**config.mk**
```make
export PLATFORM = sky130hd
export DESIGN_NAME = adder_operand_splitter
export DESIGN_NICKNAME = d
export VERILOG_FILES = /design/src/rtl/adder_operand_splitter.sv
export SDC_FILE = /design/constraint.sdc
export NUM_CORES = 1
export LEC_CHECK = 0
export CORE_ASPECT_RATIO = 1.5
export CORE_MARGIN = 5
export CORE_UTILIZATION = 56
export DETAILED_ROUTE_END_ITERATION = 8
export DONT_BUFFER_PORTS = 1
export HOLD_SLACK_MARGIN = 0.06
export MAX_ROUTING_LAYER = met4
export PLACE_DENSITY_LB_ADDON = 0.2
export SYNTH_ARGS = -nofsm -noshare
export SYNTH_HDL_FRONTEND = slang
export SYNTH_SLANG_ARGS = --single-unit
```
**constraint.sdc**
```tcl
create_clock -name clk_i -period 1.83 [get_ports clk_i]
set_input_delay 0.366 -clock clk_i [delete_from_list [all_inputs] [get_ports clk_i]]
set_output_delay 0.366 -clock clk_i [all_outputs]
set_load 0.005 [all_outputs]
```
**src/rtl/adder_operand_splitter.sv**
```systemverilog
`default_nettype none
// ============================================================================
// Module   : adder_operand_splitter
// Brief    : Splits a combined {B,A} operand stream into the adder's two
//            independent inA/inB valid/ready channels, counting completed pairs.
// Revision : 1.0 - initial release
// ============================================================================
module adder_operand_splitter #(
    parameter int DATA_IN_WIDTH = 8,
    parameter int COUNT_WIDTH   = 16
) (
    input  logic                       clk_i,
    input  logic                       arst_n,
    input  logic [2*DATA_IN_WIDTH-1:0] pair_i,
    input  logic                       pair_valid_i,
    output logic                       pair_ready_o,
    output logic [DATA_IN_WIDTH-1:0]   inA_o,
    output logic                       inA_valid_o,
    input  logic                       inA_ready_i,
    output logic [DATA_IN_WIDTH-1:0]   inB_o,
    output logic                       inB_valid_o,
    input  logic                       inB_ready_i,
    output logic [COUNT_WIDTH-1:0]     pairs_done_o,
    output logic                       busy_o
);

    localparam logic [1:0] c_IDLE   = 2'd0;
    localparam logic [1:0] c_BOTH   = 2'd1;
    localparam logic [1:0] c_WAIT_A = 2'd2;
    localparam logic [1:0] c_WAIT_B = 2'd3;

    logic [1:0]                 r_state;
    logic [1:0]                 w_stateNext;
    logic [2*DATA_IN_WIDTH-1:0] r_pair;
    logic [COUNT_WIDTH-1:0]     r_pairsDone;
    logic                       w_doneNow;
    logic                       w_pairFire;

    // State register, holding register and completed-pair counter.
    always_ff @(posedge clk_i) begin
        if (!arst_n) begin
            r_state     <= c_IDLE;
            r_pair      <= '0;
            r_pairsDone <= '0;
        end else begin
            r_state <= w_stateNext;
            if (w_pairFire) begin
                r_pair <= pair_i;
            end
            if (w_doneNow) begin
                r_pairsDone <= r_pairsDone + 1'b1;
            end
        end
    end

    // Next-state logic; a pair finishing this cycle may be replaced immediately.
    always_comb begin
        w_stateNext = r_state;
        case (r_state)
            c_IDLE: begin
                if (w_pairFire) w_stateNext = c_BOTH;
            end
            c_BOTH: begin
                if (inA_ready_i && inB_ready_i) begin
                    w_stateNext = w_pairFire ? c_BOTH : c_IDLE;
                end else if (inA_ready_i) begin
                    w_stateNext = c_WAIT_B;
                end else if (inB_ready_i) begin
                    w_stateNext = c_WAIT_A;
                end
            end
            c_WAIT_A: begin
                if (inA_ready_i) w_stateNext = w_pairFire ? c_BOTH : c_IDLE;
            end
            c_WAIT_B: begin
                if (inB_ready_i) w_stateNext = w_pairFire ? c_BOTH : c_IDLE;
            end
            default: w_stateNext = c_IDLE;
        endcase
    end

    // Outputs; an asserted reset forces everything to its reset value at once.
    always_comb begin
        w_doneNow = 1'b0;
        case (r_state)
            c_BOTH:   w_doneNow = inA_ready_i && inB_ready_i;
            c_WAIT_A: w_doneNow = inA_ready_i;
            c_WAIT_B: w_doneNow = inB_ready_i;
            default:  w_doneNow = 1'b0;
        endcase
        pair_ready_o = arst_n && ((r_state == c_IDLE) || w_doneNow);
        w_pairFire   = pair_valid_i && pair_ready_o;
        inA_valid_o  = arst_n && ((r_state == c_BOTH) || (r_state == c_WAIT_A));
        inB_valid_o  = arst_n && ((r_state == c_BOTH) || (r_state == c_WAIT_B));
        busy_o       = arst_n && (r_state != c_IDLE);
        inA_o        = arst_n ? r_pair[DATA_IN_WIDTH-1:0] : '0;
        inB_o        = arst_n ? r_pair[2*DATA_IN_WIDTH-1:DATA_IN_WIDTH] : '0;
        pairs_done_o = arst_n ? r_pairsDone : '0;
    end

endmodule
`default_nettype wire

```
==> flow_metrics.tcl <==
set metrics [dict create \
    fin_area_um2 2182 \
    synthesis.area_um2 1804 \
    comb_power_share 0.254 \
    fin_skew_ns 0.007545 \
    path_clk_slew_ns 0.07 \
    yosys.area.top_type "dfxtp_1" \
    cts_buffers 5 \
    core_area_um2 3128 \
    period_share 1.012 \
    cts_tree "done" \
    synth_top_area_frac 0.3773 \
    syn2layout_area_growth_pct 20.94 \
    path_max_fanout 4 \
    path_delay_family "flip-flops" \
    overflow 0 \
    maxSlewHeadroom 0.5678 \
    cts_buffer_depth 2 \
    crit_type "flop to output pin" \
    path_buf_inv 2 \
    cp.required_ns 1.46 \
    synth-seq-cells 34 \
    cpMostUsedCell "nor2_4" \
    synthArstFlopShare 0 \
    wl_per_cell_um 16.92 \
    post_dp_cell_area_um2 1912 \
    antennaDiodeCount 0 \
    setup_viol 1 \
    max_freq_mhz 539.9 \
    synth_edf_count 0 \
    ir_drop_v 0.0008416 \
    hold-path-cell-count 1 \
    cts_sinks 34 \
    status "finished with violations" \
    wl_mm 4.264 \
    die_w_um 56.35 \
    antenna_found_initial 0 \
    io_pins 57 \
    grt_pass1_wl_mm 6.989 \
    hold_ws_ns 0.2232 \
    p_int_uw 1527 \
    max_stage_delay_ns 0.37 \
    gp_congestion 0.7749 \
    drive_gt1_frac 0.3396 \
    synth.most_common_cell "dfxtp_1" \
    row_count 25 \
    ys_seq_area_frac 0.3773 \
    synthCells 196 \
    synth_area_leaders "dfxtp_1, mux2_2, and2_1" \
    dp_hpwl_mm 3.006 \
    min_path_type "primary input to flop" \
    synth_ff_type "dfxtp_1" \
    drv_slew 0 \
    crit_path_end_kind "output pin" \
    n_fill_cell 241 \
    p_sw_uw 546.2 \
    io_buffer_count 0 \
    grt_pass1_vias 1558 \
    rsz0062_at_grt "true" \
    synth_fp_nets 223 \
    drtPass1Iterations 4 \
    power.density_nw_per_um2 950.0 \
    finalCriticalPeriod_ns 1.852 \
    slowest_stage "dfxtp_4" \
    crit_cells 7 \
    worst_pin_slew_ns 0.6319 \
    hold_viol_final 0 \
    track_usage 0.2022 \
    r2r_cells 7 \
    preCtsSetupSlack_ns -0.06160 \
    fin_util 0.6976 \
    start_util 0.5768 \
    power.leakage_uw 0.0008487 \
    first_iter_violations 33 \
    design_power_total_uw 2073 \
    fp.dieArea_um2 4481 \
    startpoint_type "flop" \
    remaining_drc_errors 0 \
    layout_setup_ws_ns -0.02216 \
    clk-insertion-delay-late_ns 0.28 \
    worstPathArrival_ns 1.49 \
    crit_chain "buf_4 -> ha_4 -> nand3_2 -> a21oi_4 -> buf_6 -> nor2_4 -> nor2_4" \
    pwr-share-clk 0.333 \
    ys_top_cells_by_count "dfxtp_1, and2_1, mux2_2, nor2_1, nand2_1" \
    cap_violations 0 \
    yosysWarnings 0 \
    viasPerCell 5.940 \
    avgSynthCellArea_um2 9.205 \
    htreeDepth 2 \
    violations "setup timing" \
    vias 1497 \
    drtAntennaViolNets 0 \
    dieHeight_um 79.52 \
    cts_hold_buf 0 \
    p_seq_frac 0.412 \
    layout.nets 239 \
    p_sw_frac 0.2635 \
    grt_max_degree 37 \
    cts_root_buf "clkbuf_8" \
    synthDistinctLibCells 43 \
]
per-layer routing:
layer  track usage  share of wire
met2        0.3759           0.55
met4       0.08551          0.013
met5             -              0
met1        0.1920           0.39
met3       0.05825          0.056
what timing repair did:
item / 4_1_cts / 5_1_grt
setup buffers: 3 / 2
cloned: 0 / 1
resized for setup: 13 / 13
hold endpoints to repair: 0 / 0
pin swaps: 5 / 7
endpoints found under the setup margin: 18 / 24
flip-flops by register name, summed over array words and instances, names as in the netlist:
name and count:
r_pair 16, r_pairsDone 16, r_state 2
power by group through the flow:
stage | clock [µW] | combinational, µW | sequential (µW)
2_1_floorplan | 0 | 317 | 858
3_3_place_gp | 0 | 384 | 863
3_5_place_dp | 0 | 404 | 865
4_1_cts | 706 | 447 | 860
5_1_grt | 746 | 578 | 863
6_report | 691 | 528 | 854
metrics by stage:
| step | TNS [ns] | cells |
|---|---|---|
| floorplan | 0 | 196 |
| global placement | 0 | 239 |
| detailed placement | -0.7948 | 239 |
| CTS | -0.01294 | 249 |
| global route | -0.3554 | 252 |
| finish | -0.02216 | 252 |
cell usage in the layout, fill, tap and decap left out, types with 3 or more instances in the layout:
| cell | count |
|---|---|
| a21oi_1 | 6 |
| a21oi_2 | 3 |
| and2_1 | 32 |
| buf_4 | 17 |
| clkbuf_8 | 6 |
| dfxtp_1 | 32 |
| ha_4 | 3 |
| inv_1 | 3 |
| mux2_2 | 18 |
| nand2_1 | 11 |
| nand3_1 | 3 |
| nor2_1 | 12 |
| o211ai_1 | 4 |
| o21ai_0 | 4 |
| o31ai_1 | 6 |
| or4_1 | 3 |
| or4_4 | 3 |
cell type report:
cell class,count,area (µm²),share of cell area
Clock buffer,6,82.58,0.03784
Timing Repair Buffer,19,150.1,0.06881
Tap cell,40,50.05,0.02294
Inverter,5,23.77,0.01089
Clock inverter,1,30.03,0.01376
Sequential cell,34,688.2,0.3154
Multi-Input combinational cell,147,1157,0.5304
worst paths after layout:
check	slack [ns]	end	startpoint
worst max-delay path	-0.02	pair_ready_o	r_state[0]
worst min-delay path	0.22	r_pair[9]	pair_i[9]
worst min register to register	0.49	r_pairsDone[13]	r_pairsDone[13]
worst max register to register	0.02	r_pairsDone[10]	r_state[0]
logic make-up after synthesis:
family,after synthesis,synth area share
AOI/OAI and AO/OA,36,0.1415
xor gates and xnor gates,4,0.01942
adders and majority gates,6,0.04161
buffers and inverters,15,0.04160
DFF,34,0.3773
muxes,19,0.1179
and+or+nand+nor,82,0.2608
(Power assumes the default switching activity.)
